### src/rtl/writeback_regfile_if.sv
// writeback_regfile_if: MEM/WB writeback inputs and register-read outputs.
interface writeback_regfile_if #(parameter int CNT_W = 16) ();
    logic [15:0] MemData, Imm970s, PCImmInc, ALUOut, PCInc, RFOut2, IR;
    logic [2:0] WriteAdd, R7WriteSelect, RdAdd1, RdAdd2;
    logic [1:0] RegWriteSelect, CCR, CCROut;
    logic WriteRF, WriteR7, CCRWrite;
    logic [15:0] RdData1, RdData2, R7Out;
    logic [CNT_W-1:0] RetireCount;
    modport master(
        output MemData, Imm970s, PCImmInc, ALUOut, PCInc, RFOut2, IR, WriteAdd, R7WriteSelect,
               RdAdd1, RdAdd2, RegWriteSelect, CCR, WriteRF, WriteR7, CCRWrite,
        input  RdData1, RdData2, R7Out, CCROut, RetireCount
    );
    modport slave(
        input  MemData, Imm970s, PCImmInc, ALUOut, PCInc, RFOut2, IR, WriteAdd, R7WriteSelect,
               RdAdd1, RdAdd2, RegWriteSelect, CCR, WriteRF, WriteR7, CCRWrite,
        output RdData1, RdData2, R7Out, CCROut, RetireCount
    );
endinterface

### src/rtl/writeback_regfile.sv
// writeback_regfile: 8x16 register file, CCR and retire counter with write-through read bypass.
module writeback_regfile #(
    parameter logic [15:0] NOP_IR = 16'hF000,
    parameter int CNT_W = 16
) (
    input logic clk,
    input logic reset,
    writeback_regfile_if.slave wb
);
    logic [15:0] regs [8];
    logic [1:0] ccrReg;
    logic [CNT_W-1:0] retireCnt;
    logic [15:0] rfData, r7Data;
    logic live, rfWe, r7We, ccrWe;
    assign live = !reset && wb.IR != NOP_IR;
    assign rfData = wb.RegWriteSelect == 2'd0 ? wb.ALUOut :
                    wb.RegWriteSelect == 2'd1 ? wb.MemData :
                    wb.RegWriteSelect == 2'd2 ? wb.PCInc : wb.Imm970s;
    assign r7Data = wb.R7WriteSelect == 3'd0 ? wb.ALUOut :
                    wb.R7WriteSelect == 3'd1 ? wb.MemData :
                    wb.R7WriteSelect == 3'd2 ? wb.PCInc :
                    wb.R7WriteSelect == 3'd3 ? wb.Imm970s :
                    wb.R7WriteSelect == 3'd4 ? wb.PCImmInc :
                    wb.R7WriteSelect == 3'd5 ? wb.RFOut2 : 16'h0000;
    // reserved R7 selects (11x) suppress the R7 write entirely
    assign rfWe = live && wb.WriteRF;
    assign r7We = live && wb.WriteR7 && wb.R7WriteSelect[2:1] != 2'b11;
    assign ccrWe = live && wb.CCRWrite;
    // bypass priority mirrors commit order: R7 path over RF path over stored value
    assign wb.RdData1 = r7We && wb.RdAdd1 == 3'd7 ? r7Data :
                        rfWe && wb.RdAdd1 == wb.WriteAdd ? rfData : regs[wb.RdAdd1];
    assign wb.RdData2 = r7We && wb.RdAdd2 == 3'd7 ? r7Data :
                        rfWe && wb.RdAdd2 == wb.WriteAdd ? rfData : regs[wb.RdAdd2];
    assign wb.R7Out = r7We ? r7Data : rfWe && wb.WriteAdd == 3'd7 ? rfData : regs[7];
    assign wb.CCROut = ccrWe ? wb.CCR : ccrReg;
    assign wb.RetireCount = retireCnt;
    always_ff @(posedge clk) begin
        if (reset) begin
            for (int i = 0; i < 8; i++) regs[i] <= 16'h0000;
            ccrReg <= 2'b00;
            retireCnt <= '0;
        end else begin
            if (rfWe) regs[wb.WriteAdd] <= rfData;
            if (r7We) regs[7] <= r7Data;
            if (ccrWe) ccrReg <= wb.CCR;
            if (live) retireCnt <= retireCnt + CNT_W'(1);
        end
    end
endmodule

### src/flat_wrapper.sv
// flat-port wrapper written by rule: the top's interface ports become plain ports
module writeback_regfile_flat 
#(
    parameter logic [15:0] NOP_IR = 16'hF000,
    parameter int CNT_W = 16
)
  (clk, reset, wb_MemData, wb_Imm970s, wb_PCImmInc, wb_ALUOut, wb_PCInc, wb_RFOut2, wb_IR, wb_WriteAdd, wb_R7WriteSelect, wb_RdAdd1, wb_RdAdd2, wb_RegWriteSelect, wb_CCR, wb_WriteRF, wb_WriteR7, wb_CCRWrite, wb_RdData1, wb_RdData2, wb_R7Out, wb_CCROut, wb_RetireCount);
  writeback_regfile_if #(.CNT_W(CNT_W)) wb_i ();
  input logic clk;
  input logic reset;
  input wire logic [$bits(wb_i.MemData)-1:0] wb_MemData;
  input wire logic [$bits(wb_i.Imm970s)-1:0] wb_Imm970s;
  input wire logic [$bits(wb_i.PCImmInc)-1:0] wb_PCImmInc;
  input wire logic [$bits(wb_i.ALUOut)-1:0] wb_ALUOut;
  input wire logic [$bits(wb_i.PCInc)-1:0] wb_PCInc;
  input wire logic [$bits(wb_i.RFOut2)-1:0] wb_RFOut2;
  input wire logic [$bits(wb_i.IR)-1:0] wb_IR;
  input wire logic [$bits(wb_i.WriteAdd)-1:0] wb_WriteAdd;
  input wire logic [$bits(wb_i.R7WriteSelect)-1:0] wb_R7WriteSelect;
  input wire logic [$bits(wb_i.RdAdd1)-1:0] wb_RdAdd1;
  input wire logic [$bits(wb_i.RdAdd2)-1:0] wb_RdAdd2;
  input wire logic [$bits(wb_i.RegWriteSelect)-1:0] wb_RegWriteSelect;
  input wire logic [$bits(wb_i.CCR)-1:0] wb_CCR;
  input wire logic [$bits(wb_i.WriteRF)-1:0] wb_WriteRF;
  input wire logic [$bits(wb_i.WriteR7)-1:0] wb_WriteR7;
  input wire logic [$bits(wb_i.CCRWrite)-1:0] wb_CCRWrite;
  output wire logic [$bits(wb_i.RdData1)-1:0] wb_RdData1;
  output wire logic [$bits(wb_i.RdData2)-1:0] wb_RdData2;
  output wire logic [$bits(wb_i.R7Out)-1:0] wb_R7Out;
  output wire logic [$bits(wb_i.CCROut)-1:0] wb_CCROut;
  output wire logic [$bits(wb_i.RetireCount)-1:0] wb_RetireCount;
  assign wb_i.MemData = wb_MemData;
  assign wb_i.Imm970s = wb_Imm970s;
  assign wb_i.PCImmInc = wb_PCImmInc;
  assign wb_i.ALUOut = wb_ALUOut;
  assign wb_i.PCInc = wb_PCInc;
  assign wb_i.RFOut2 = wb_RFOut2;
  assign wb_i.IR = wb_IR;
  assign wb_i.WriteAdd = wb_WriteAdd;
  assign wb_i.R7WriteSelect = wb_R7WriteSelect;
  assign wb_i.RdAdd1 = wb_RdAdd1;
  assign wb_i.RdAdd2 = wb_RdAdd2;
  assign wb_i.RegWriteSelect = wb_RegWriteSelect;
  assign wb_i.CCR = wb_CCR;
  assign wb_i.WriteRF = wb_WriteRF;
  assign wb_i.WriteR7 = wb_WriteR7;
  assign wb_i.CCRWrite = wb_CCRWrite;
  assign wb_RdData1 = wb_i.RdData1;
  assign wb_RdData2 = wb_i.RdData2;
  assign wb_R7Out = wb_i.R7Out;
  assign wb_CCROut = wb_i.CCROut;
  assign wb_RetireCount = wb_i.RetireCount;
  writeback_regfile #(.NOP_IR(NOP_IR), .CNT_W(CNT_W)) u_core (.clk(clk), .reset(reset), .wb(wb_i));
endmodule
### config.mk
export PLATFORM = sky130hd
export DESIGN_NAME = writeback_regfile_flat
export DESIGN_NICKNAME = d
export VERILOG_FILES = /design/src/rtl/writeback_regfile_if.sv /design/src/rtl/writeback_regfile.sv /design/src/flat_wrapper.sv
export SDC_FILE = /design/constraint.sdc
export NUM_CORES = 1
export LEC_CHECK = 0
export ABC_AREA = 1
export CORE_MARGIN = 2
export CORE_UTILIZATION = 37
export DETAILED_ROUTE_END_ITERATION = 8
export PLACE_DENSITY = 0.69
export SLEW_MARGIN = 15
export SYNTH_ARGS = -nofsm -noshare
export SYNTH_HDL_FRONTEND = slang
export SYNTH_SLANG_ARGS = --single-unit
### constraint.sdc
create_clock -name clk -period 2.6 [get_ports clk]
set_clock_uncertainty 0.2 [all_clocks]
set_input_delay 0.39 -clock clk [delete_from_list [all_inputs] [get_ports clk]]
set_output_delay 0.39 -clock clk [all_outputs]
set_load 0.005 [all_outputs]
Word-level counts from Yosys, hierarchy flattened

Memories as Yosys holds them, arrays and structs flattened.
Cells that the tools add are included.

Register bits: 18
Bits in writable memories: 128
Bits of input ports: 133
Output and inout port bits: 66
Word-level logic and storage cells: 65
Memories: 1

Memory list:

| memory      | depth | width | rd ports | clocked after Yosys merged registers in | write ports | RTL line                | source |
|---|---|---|---|---|---|---|---|
| u_core.regs | 8     | 16    | 3        | 0                                       | 8           | writeback_regfile.sv:10 | `logic [15:0] regs [8];` |

Add/sub/neg operators: 1
Equality and inequality tests: 15
Mux-type cells: 28
Bitwise gates (word level): 4
Reduce and logical (&&, ||, !) cells: 14

Operators by type and width:

| kind                  | number |
|---|---|
| $mux 16               | 17 |
| $eq 3x3->1 const B    | 6 |
| $add 16x1->16 const B | 1 |
| $ne 16x16->1 const B  | 1 |
| $reduce_or 16->1      | 1 |
| $logic_and 1x1->1     | 10 |
| $mux 1                | 9 |
| $eq 3x2->1 const B    | 2 |
| $eq 3x3->1            | 2 |
| $eq 3x1->1 const B    | 1 |
| $logic_not 3->1       | 1 |
| $mux 3                | 1 |
| $and 1x1->1           | 2 |
| $eq 2x1->1 const B    | 1 |
| $eq 2x2->1 const B    | 1 |
| $logic_not 2->1       | 1 |
| $mux 2                | 1 |
| $ne 2x2->1 const B    | 1 |
| $logic_not 1->1       | 1 |
| $not 1->1             | 1 |
| $or 1x1->1            | 1 |

Longest topological paths before layout

Gate-level depths: netlist of the first run.

Depth after elaboration: 12
Depth in mapped cells: 12

Least setup slack after synthesis of the first run

Ideal clock, no wire load.

Kind: input port to flip-flop
From: input port wb_IR[7]
To: memory u_core.regs[7][0], enable pin
Library setup time: 0.416 ns
Arrival: 1.746 ns
Required time: 1.984 ns
Setup slack: 0.237 ns
Cell stages on the path: 9
Buffers on the path: 1
Cells stage by stage: nor2_1 nand2_1 nor2_1 nand2_1 nand2_1 inv_2 nand2_2 clkbuf_1 nand3_1

RTL lines:

| element     | RTL line                | source |
|---|---|---|
| from (decl) | flat_wrapper.sv:17      | `input wire logic [$bits(wb_i.IR)-1:0] wb_IR;` |
| to (decl)   | writeback_regfile.sv:10 |  |

Worst setup path in the final report of the first run

From: input port reset
To: output port wb_RdData2[3]

Longest elaborated chain between the ends: 6
Elaborated cells between the ends (all ways): 9
Classes of those cells: 2 x mux; 7 x reduce/logical

RTL lines:

| element                                             | RTL line                                         | source |
|---|---|---|
| from (decl)                                         | flat_wrapper.sv:10                               | `input logic reset;` |
| $logic_not 1->1 *                                   | writeback_regfile.sv:15                          | `assign live = !reset && wb.IR != NOP_IR;` |
| $logic_and 1x1->1 *                                 | writeback_regfile.sv:15                          |  |
| $logic_and 1x1->1 (on tied branches)                | writeback_regfile.sv:26, writeback_regfile.sv:27 |  |
| $logic_and 1x1->1 (on tied branches)                | writeback_regfile.sv:33, writeback_regfile.sv:27 |  |
| $mux 16 / $logic_and 1x1->1 (equally long branches) | writeback_regfile.sv:33, writeback_regfile.sv:32 |  |
| $mux 16 *                                           | writeback_regfile.sv:32                          | `assign wb.RdData2 = r7We && wb.RdAdd2 == 3'd7 ? r7Data :` |
| to (decl)                                           | flat_wrapper.sv:28                               | `output wire logic [$bits(wb_i.RdData2)-1:0] wb_RdData2;` |

Mark *: on every way between the ends. The rest lies on a longest branch, timed or not.

==> metrics.csv, run 1 <==
metric;value;unit
Root Buffer;clkbuf_16;
Die Width;173;µm
total of max-cap violations;0;
Crit Path Category;primary input to primary output;
WP data arrival;1.97;ns
crit path launch type;primary input;
fin crit period;2.56;ns
status;completed;
Syn Std Cell Area;10500;µm²
Initial DRT Pass Iterations;8;
Ports;199;
maximum vdd drop;403;µV
Max Fclk;390;MHz
core outline area;27900;µm²
cts bufs inserted;17;
WP data required;2.01;ns
top-area cell type share of the netlist area;36.4;%
ranking of synthesized cells by area;edfxtp_1 (36%), nand2_1 (14%), nand3_1 (7.1%);
final hold viol count;0;
DR DRC count;0;
Yosys top cell by area;edfxtp_1;
aggregate global routing overflow;0;
vias in the first global route;11419;
EDFF count, synth;128;
Crit. End Element;primary output;
setup tns final;0;ns
sequential-to-total area share from yosys stat;39.9;%
Final Instance Area;14600;µm²
worst hold path class;flip-flop to flip-flop;
Setup Viol. Count Final;0;
total track usage;26.5;%
Least-Margin Pin Slew;0.449;ns
Synth async-reset ratio;0;%
Leakage;6.38;nW
largest net degree at the start of global routing;56;
Final period util;98.6;%
DRT antenna net count;0;
global-route wire length before repair;62600;µm
layout cells sized above 1;18.3;%
PD cells;477;nW/µm²
Mapped Cells;1485;
crit path max fanout;8;
Placer Congestion;0.922;
CTS sink count;146;
routed vias;11884;
Reg clk slew, reported paths;0.06;ns
Post-Syn Area per Cell;7.10;µm²
initial antenna violation count;0;
Core Rows;61;
most common cell after layout, fill and taps aside;nand2_1;
Longest Clk Path Bufs;2;
RSZ-0062 raised after global routing;yes;
Distinct cells, synth;37;
Layout Area Growth over Synthesis;38.3;%
fin. max-slew vios;0;
DR iter-0 viols;1249;
Initial Util;37.8;%
Post-Syn Nets;1619;
CTS tree;yes;
yosys warns;0;
most used flip-flop cell after synthesis;edfxtp_1;
Inserted Diodes;0;
WL final;40900;µm
HPWL Detailed;29000;µm
utilization after layout;52.2;%
Nets;1885;
IO buf count;198;
routed vias/inst;5.55;
CTS H-tree depth;4;
DR WL/cell;19.1;µm
Placement Cell Area;13700;µm²
die area;29900;µm²
worst skew pair latency;0.43;ns
most frequent cells in the layout;nand2_1 (383), nor2_1 (193), nand3_1 (144);
relative slew slack;69.8;%
Synth Register Bits;146;
die height;173;µm
## synthesized netlist by cell type (2+ instances only)
cell type / instances
xor2_1: 6
nand3_1: 149
inv_1: 126
o211ai_1: 64
buf_2: 45
nand2_1: 407
clkbuf_1: 28
a21boi_4: 10
nand2_2: 3
nor3_1: 8
nor2_1: 196
xnor2_1: 6
edfxtp_1: 128
buf_1: 14
dfxtp_1: 18
nand4_1: 36
nand3b_1: 16
a31oi_1: 2
buf_4: 10
o22ai_1: 6
nor2_2: 5
a21o_1: 3
a21oi_1: 81
nand3_2: 7
nor3_4: 2
a22oi_2: 3
o21ai_0: 84
nand4_2: 4
inv_2: 10
## sequential cells by signal, summed over array words and instances (netlist names)
register	flops
u_core.ccrReg	2
u_core.regs	128
u_core.wb.RetireCount	16
## where the power goes
group	switching, W	internal [W]	total [W]
registers	0.0000669	0.00270	0.00276
logic	0.00102	0.000756	0.00178
clock network	0.00102	0.00140	0.00241
total	0.00210	0.00485	0.00696
## critical path, stage by stage
cell and delay (ns):
clkdlybuf4s50_1 0.45, inv_2 0.12, buf_6 0.14, nand4_1 0.12, buf_6 0.15, buf_12 0.12
buf_12 0.14, nand2_1 0.07, nand3_1 0.08, nand2_1 0.08, buf_2 0.11
## repair_timing
action / in CTS / in global routing
pin swaps: 36 / 21
buffers inserted: 20 / 2
hold buffers: 0 / 0
gates resized for setup: 291 / 57
cloned: 3 / 0
endpoints found under the setup margin: 50 / 50
## per-layer routing
layer	global-route usage, %	wire [µm]	vias up
met5	0	0	-
met2	44.1	19500	641
met4	10.6	1500	0
met3	4.77	3420	102
met1	34.2	16500	5619
li1	-	-	5522
## cell families after synthesis
kind of cell / count (synthesis) / synth area share, %
flops: 146 / 39.9
simple gates: 836 / 34.4
buf+inv: 235 / 9.32
compound gates: 255 / 15.3
fa+ha+maj: 1 / 0.119
xor+xnor: 12 / 0.997
## path summary, 6_finish.rpt
check | from | end | slack [ns] | cells past startpoint
setup / recovery | reset | wb_RdData2[3] | 0.04 | 11
hold / removal | u_core.wb.RetireCount[15]$_SDFFE_PP0N_ | u_core.wb.RetireCount[15]$_SDFFE_PP0N_ | 0.30 | 2
setup reg to reg | u_core.wb.RetireCount[0]$_SDFFE_PP0N_ | u_core.wb.RetireCount[14]$_SDFFE_PP0N_ | 0.66 | 7
hold reg to reg | u_core.wb.RetireCount[15]$_SDFFE_PP0N_ | u_core.wb.RetireCount[15]$_SDFFE_PP0N_ | 0.30 | 2
## cell type report
class | instances | area (µm²)
Tap cell | 378 | 473
Fill cell | 2699 | 13300
Clock inverter | 14 | 140
Clock buffer | 17 | 425
Multi-Input combinational cell | 1104 | 5590
Timing Repair Buffer | 345 | 3220
Inverter | 137 | 527
Sequential cell | 146 | 4200
## stage by stage
step	hold slack (ns)	cells	total power (W)	setup slack, ns
4_1_cts	0.302	2139	0.00693	0.0259
5_1_grt	0.319	2141	0.00720	-0.0261
3_3_place_gp	0.288	2085	0.00455	-0.822
2_1_floorplan	0.287	1485	0.00363	0.237
6_report	0.298	2141	0.00696	0.0352
3_5_place_dp	0.291	2085	0.00457	-0.820
No activity file was read; power rests on OpenSTA's default activity.
==> run 2: changes to the inputs <==
--- a/config.mk
+++ b/config.mk
@@ -8,9 +8,10 @@
 export ABC_AREA = 1
 export CORE_MARGIN = 2
 export CORE_UTILIZATION = 37
+export CTS_BUF_LIST = sky130_fd_sc_hd__clkbuf_16
 export DETAILED_ROUTE_END_ITERATION = 8
 export PLACE_DENSITY = 0.69
-export SLEW_MARGIN = 15
+export SKIP_LAST_GASP = 1
 export SYNTH_ARGS = -nofsm -noshare
 export SYNTH_HDL_FRONTEND = slang
 export SYNTH_SLANG_ARGS = --single-unit
==> run 2 against run 1 <==
  * Setup slack gained 0.014 ns
  * Core utilization grew 0.058 points
  * Critical path depth is the same
  * Largest power group unchanged
  * First-iteration DRC count grew 11%
  * Largest cell class unchanged
  * Sequential power is essentially flat
==> metrics.csv, run 2 (same netlist as run 1, synthesis figures left out) <==
metric;value;unit;change
fin. max-slew vios;0;;unchanged
CTS tree;yes;;
Nets;1885;;unchanged
Seq pwr share;39.8;%;about the same
clock share of power;34.7;%;about the same
Die Width;173;µm;unchanged
vias in the first global route;11419;;unchanged
worst hold start;u_core.wb.RetireCount[15]$_SDFFE_PP0N_;;
combinational share of power;25.6;%;about the same
Initial DRT Pass Iterations;6;;-2
HPWL Detailed;29000;µm;unchanged
WP data arrival;1.96;ns;about the same
Core Rows;61;;unchanged
WP data required;2.01;ns;about the same
Int Power;0.00485;W;about the same
crit path cell chain;clkdlybuf4s50_1 -> inv_2 -> buf_6 -> nand4_1 -> buf_6 -> buf_12 -> buf_12 -> nand2_1 -> nand3_1 -> nand2_1 -> buf_2;;
DR DRC count;0;;unchanged
most frequent cells in the layout;nand2_1 (383), nor2_1 (193), nand3_1 (144);;
Setup Viol. Count Final;0;;unchanged
routed vias;11818;;-0.56%
multi-input logic area;5590;µm²;about the same
Final Instance Area;14600;µm²;+0.11%
RSZ-0062 raised after global routing;yes;;
global-route wire length before repair;62600;µm;unchanged
worst skew pair latency;0.43;ns;about the same
FILL cells;2696;;-0.11%
CP top delay family;buffers and inverters;;
Top reg by flops;u_core.regs;;
IO buf count;198;;unchanged
PD cells;476;nW/µm²;-0.18%
fin crit period;2.55;ns;-0.0135 ns
cell count after placement;2085;;unchanged
initial antenna violation count;0;;unchanged
CP peak stage delay;0.45;ns;about the same
worst setup path startpoint;reset;;
reg2reg start;u_core.wb.RetireCount[0]$_SDFFE_PP0N_;;
non-filler cells, final;2141;;unchanged
switching portion of total power;30.2;%;-0.084 points
Longest Clk Path Bufs;2;;unchanged
layout cells sized above 1;18.2;%;-0.17 points
Placement Cell Area;13700;µm²;unchanged
status;completed;;
CTS H-tree depth;4;;unchanged
Layout Area Growth over Synthesis;38.5;%;
maximum vdd drop;401;µV;-0.45%
Max Fclk;392;MHz;+0.53%
Tot Pwr;0.00695;W;about the same
total of max-cap violations;0;;unchanged
Reg clk slew, reported paths;0.06;ns;about the same
total track usage;26.5;%;unchanged
Leakage;6.38;nW;about the same
aggregate global routing overflow;0;;unchanged
Initial Util;37.8;%;unchanged
final hold viol count;0;;unchanged
core outline area;27900;µm²;unchanged
cts bufs inserted;17;;unchanged
area occupied by registers;4200;µm²;unchanged
relative slew slack;71.0;%;+1.1 points
Crit Path Category;primary input to primary output;;
Inserted Diodes;0;;unchanged
largest net degree at the start of global routing;56;;unchanged
Least-Margin Pin Slew;0.432;ns;-0.0169 ns
routed vias/inst;5.52;;-0.56%
Root Buffer;clkbuf_16;;
Ports;199;;unchanged
Crit. End Element;primary output;;
worst path bufs/invs;7;;unchanged
Placer Congestion;0.922;;unchanged
worst hold path class;flip-flop to flip-flop;;
DR iter-0 viols;1388;;+11%
CTS sink count;146;;unchanged
DRT antenna net count;0;;unchanged
Final period util;98.1;%;-0.52 points
max FFs per register;128;;unchanged
CP max stage cell;clkdlybuf4s50_1;;
die height;173;µm;unchanged
WL final;40800;µm;-0.28%
most common cell after layout, fill and taps aside;nand2_1;;
crit path launch type;primary input;;
switching pwr;0.00210;W;-0.35%
DR WL/cell;19.1;µm;-0.28%
crit path max fanout;8;;unchanged
Hold Slack;0.299;ns;+0.000744 ns
die area;29900;µm²;unchanged
-- run 2: cell count changes in the layout (fill, tap and decap cells not counted) --
cell             before  now
clkbuf_2             21   18
clkdlybuf4s15_2       1    2
nor2_4                9    8
buf_2                41   40
nor2_2                0    1
clkdlybuf4s15_1       5    8
-- run 2: worst reg2reg max path: stages (launching register included) --
cell     delay, ns
dfxtp_1       0.47
ha_1          0.27
inv_1         0.10
nor3_1        0.40
nand4_1       0.15
nand2_1       0.10
nand2_1       0.05
a21oi_1       0.12
-- run 2: final cells by class --
type | count | area share, %
clock inverters | 14 | 0.960
inverters | 137 | 3.61
well taps | 378 | 3.24
clock buffers | 17 | 2.91
repair buffers | 345 | 22.2
flip-flops and latches | 146 | 28.8
multi-input cells | 1104 | 38.3
-- run 2: metal layers --
| layer | track usage, % | wire length (µm) | up-vias |
|---|---|---|---|
| met1 | 34.2 | 16600 | 5560 |
| li1 | - | - | 5521 |
| met3 | 4.77 | 3250 | 98 |
| met5 | 0 | 0 | - |
| met4 | 10.6 | 1480 | 0 |
| met2 | 44.1 | 19500 | 639 |
-- run 2: worst paths after layout --
kind / to / slack [ns] / cells past startpoint
max: wb_RdData2[3] / 0.05 / 11
min: u_core.wb.RetireCount[15]$_SDFFE_PP0N_ / 0.30 / 2
min reg2reg: u_core.wb.RetireCount[15]$_SDFFE_PP0N_ / 0.30 / 2
max reg2reg: u_core.wb.RetireCount[14]$_SDFFE_PP0N_ / 0.67 / 7
-- run 2: power groups by stage --
| stage | sequential, W | combinational, W | clock, W |
|---|---|---|---|
| after floorplan | 0.00279 | 0.000843 | 0 |
| after CTS | 0.00276 | 0.00176 | 0.00242 |
| after global routing | 0.00278 | 0.00191 | 0.00251 |
| final | 0.00276 | 0.00178 | 0.00241 |
| after detailed placement | 0.00281 | 0.00176 | 0 |
| after global placement | 0.00280 | 0.00175 | 0 |
-- run 2: stage by stage --
stage          TNS [ns]  setup WS (ns)  util, %
2_1_floorplan         0          0.237        -
3_3_place_gp     -34.78         -0.822     49.1
3_5_place_dp     -34.28         -0.820     49.1
4_1_cts               0         0.0259     52.3
5_1_grt          -0.122        -0.0309     52.3
6_report              0         0.0488     52.3
-- run 2: repair_timing --
| action | CTS | global route |
|---|---|---|
| endpoints found under the setup margin | 50 | 50 |
| pin swaps | 36 | 21 |
| hold buffers | 0 | 0 |
| gates resized for setup | 291 | 52 |
| gates cloned | 3 | 0 |
| setup buffers | 20 | 2 |
==> run 3: changes to the inputs <==
--- a/config.mk
+++ b/config.mk
@@ -5,12 +5,11 @@
 export SDC_FILE = /design/constraint.sdc
 export NUM_CORES = 1
 export LEC_CHECK = 0
-export ABC_AREA = 1
 export CORE_MARGIN = 2
 export CORE_UTILIZATION = 37
 export CTS_BUF_LIST = sky130_fd_sc_hd__clkbuf_16
 export DETAILED_ROUTE_END_ITERATION = 8
-export PLACE_DENSITY = 0.69
+export PLACE_DENSITY = 0.7
 export SKIP_LAST_GASP = 1
 export SYNTH_ARGS = -nofsm -noshare
 export SYNTH_HDL_FRONTEND = slang
==> run 3 against run 2 <==
  * Fmax is 19% lower
  * Flip-flop and latch count unchanged
  * Sequential share of layout area rose by 0.13 points
  * Critical endpoint is now wb_RdData1[11]
  * Die area shrank 6.9%
  * Largest power group unchanged
  * Sequential power is 1% higher
  * Setup slack got worse by 0.58 ns
  * Worst hold slack worse by 0.046 ns
  * Area after synthesis down 7.1%
  * The flow now finishes with violations (setup timing)
==> metrics.csv, run 3 <==
metric;value;unit;change
Hold-fix buffers, CTS;0;;unchanged
Post-Syn Nets;1008;;-38%
Initial Util;37.6;%;-0.16 points
worst path bufs/invs;5;;-2
Reg clk slew, reported paths;0.06;ns;about the same
die height;167;µm;-3.5%
DR WL/cell;22.7;µm;+19%
Placement Cell Area;13300;µm²;-3.1%
DR iter-0 viols;892;;-36%
worst hold path class;flip-flop to flip-flop;;
most used cell, CP;buf_6;;
Final Instance Area;14500;µm²;-0.45%
total of max-cap violations;0;;unchanged
sequential-to-total area share from yosys stat;42.9;%;+3.0 points
crit path launch type;primary input;;
setup tns final;-19.85;ns;-19.85 ns
WL final;34900;µm;-15%
CP peak stage delay;0.46;ns;about the same
Top reg by flops;u_core.regs;;
Synth Register Bits;146;;unchanged
Core Rows;59;;-3.3%
CTS sink count;146;;unchanged
WP data required;2.01;ns;about the same
Syn Std Cell Area;9800;µm²;-7.1%
routed vias/inst;5.91;;+7.1%
Synth async-reset ratio;0;%;unchanged
EDFF count, synth;128;;unchanged
core outline area;26100;µm²;-6.7%
Inserted Diodes;0;;unchanged
top-area cell type share of the netlist area;39.2;%;+2.8 points
HPWL Detailed;23700;µm;-18%
initial antenna violation count;0;;unchanged
CTS tree;yes;;
Die Width;167;µm;-3.5%
Initial DRT Pass Iterations;5;;-1
Distinct cells, synth;51;;+38%
Mapped Cells;874;;-41%
crit path max fanout;6;;-2
CTS H-tree depth;4;;unchanged
cts bufs inserted;17;;unchanged
WP data arrival;2.54;ns;+0.58 ns
CP max stage cell;o41a_4;;
RSZ-0062 raised after global routing;yes;;
fin. max-slew vios;0;;unchanged
Crit Path Category;primary input to primary output;;
Nets;1321;;-30%
fin crit period;3.13;ns;+0.583 ns
Setup Viol. Count Final;50;;+50
worst skew pair latency;0.43;ns;about the same
vias in the first global route;9200;;-19%
final hold viol count;0;;unchanged
Longest Clk Path Bufs;2;;unchanged
aggregate global routing overflow;0;;unchanged
final worst-path setup slack;-0.535;ns;-0.583 ns
largest net degree at the start of global routing;36;;-36%
global-route wire length before repair;52200;µm;-17%
total track usage;24.4;%;-2.2 points
layout cells sized above 1;36.9;%;+19 points
Least-Margin Pin Slew;0.735;ns;+0.302 ns
DR DRC count;0;;unchanged
Crit. End Element;primary output;;
commonest cells in the netlist;nor2_1 (131), edfxtp_1 (128), nand2_1 (79), mux2i_1 (74), mux4_2 (69);;
crit path cell chain;clkdlybuf4s15_1 -> or4_4 -> buf_6 -> o41a_4 -> buf_6 -> nand2_8 -> buf_12 -> nand2_1 -> a22oi_2 -> clkdlybuf4s15_2;;
Max Fclk;319;MHz;-19%
Placer Congestion;0.872;;-5.4%
PD cells;487;nW/µm²;+2.3%
most frequent cells in the layout;nor2_1 (129), clkdlybuf4s50_1 (129), edfxtp_1 (128);;
CP top delay family;buffers and inverters;;
DRT antenna net count;0;;unchanged
failing checks;setup timing;;
Final period util;121;%;+22 points
IO buf count;198;;unchanged
status;complete, but fails checks;;
Layout Area Growth over Synthesis;48.4;%;
top-count cell post-synth;nor2_1;;
Root Buffer;clkbuf_16;;
max FFs per register;128;;unchanged
Yosys top cell by area;edfxtp_1;;
yosys warns;0;;unchanged
Leakage;5.69;nW;-11%
maximum vdd drop;556;µV;+39%
most used flip-flop cell after synthesis;edfxtp_1;;
routed vias;9073;;-23%
Post-Syn Area per Cell;11.2;µm²;+58%
ranking of synthesized cells by area;edfxtp_1 (39%), mux4_2 (16%), mux2i_1 (7.6%);;
Ports;199;;unchanged
relative slew slack;50.7;%;-20 points
die area;27800;µm²;-6.9%
## run 3: kinds of logic (layout without fill, tap and decap cells)
| kind of cell | count (synthesis) | after routing | share of synthesized area (%) |
|---|---|---|---|
| AO/OA/AOI/OAI | 144 | 144 | 9.46 |
| buffers and inverters | 76 | 400 | 3.36 |
| flip-flops | 146 | 146 | 42.9 |
| XOR/XNOR | 19 | 19 | 1.70 |
| multiplexers | 184 | 184 | 28.1 |
| AND/OR/NAND/NOR | 304 | 306 | 14.3 |
| adder cells (fa/ha/maj) | 1 | 1 | 0.128 |
## run 3: path summary, 6_finish.rpt
kind,endpoint,from,slack (ns),cells after the start
setup / recovery,wb_RdData1[11],wb_IR[1],-0.53,10
hold / removal,u_core.ccrReg[1]$_SDFF_PP0_,u_core.ccrReg[1]$_SDFF_PP0_,0.25,2
setup reg to reg,u_core.wb.RetireCount[15]$_SDFFE_PP0N_,u_core.wb.RetireCount[5]$_SDFFE_PP0N_,0.71,5
hold reg to reg,u_core.ccrReg[1]$_SDFF_PP0_,u_core.ccrReg[1]$_SDFF_PP0_,0.25,2
## run 3: layout make-up
class                      count  area, µm²
fill                        2063      11500
multi-input combinational    654       5680
sequential                   146       4200
timing repair buffer         362       3640
clock buffer                  17        425
tap                          335        419
clock inverter                15        143
inverter                       6       22.5
## run 3: timing repair
action | CTS | global route
pin swaps | 30 | 17
gates cloned | 7 | 1
endpoints found under the setup margin | 75 | 114
buffers inserted | 22 | 10
gates resized for setup | 309 | 48
## run 3: metrics by stage
stage                     std cells  utilization [%]  power, W  hold slack (ns)  setup slack, ns
after floorplan                 874                -   0.00365            0.234           -0.140
after global placement         1464             51.0   0.00457            0.246            -1.17
after detailed placement       1464             51.0   0.00460            0.248            -1.21
after CTS                      1524             54.7   0.00700            0.255           -0.482
after global routing           1535             55.8   0.00727            0.272           -0.559
final                          1535             55.8   0.00708            0.253           -0.535
## run 3: worst min-delay path, stage by stage, from the launching register on
cell and delay (ns):
dfxtp_1 0.31, nand2_1 0.05, a21oi_1 0.05
## run 3: metal layers
metal / part of all wire, % / global-route usage, % / vias to the layer above
li1: - / - / 3954
met1: 37 / 29.9 / 4464
met2: 50 / 42.1 / 573
met3: 9.6 / 4.99 / 82
met4: 3.2 / 9.67 / 0
met5: 0 / 0 / -
## run 3: where the power goes
group          leakage [nW]  internal (W)  switching [W]
clock                 0.276       0.00140       0.000998
sequential             1.38       0.00270      0.0000983
combinational          4.03       0.00102       0.000854
total                  5.69       0.00513        0.00195
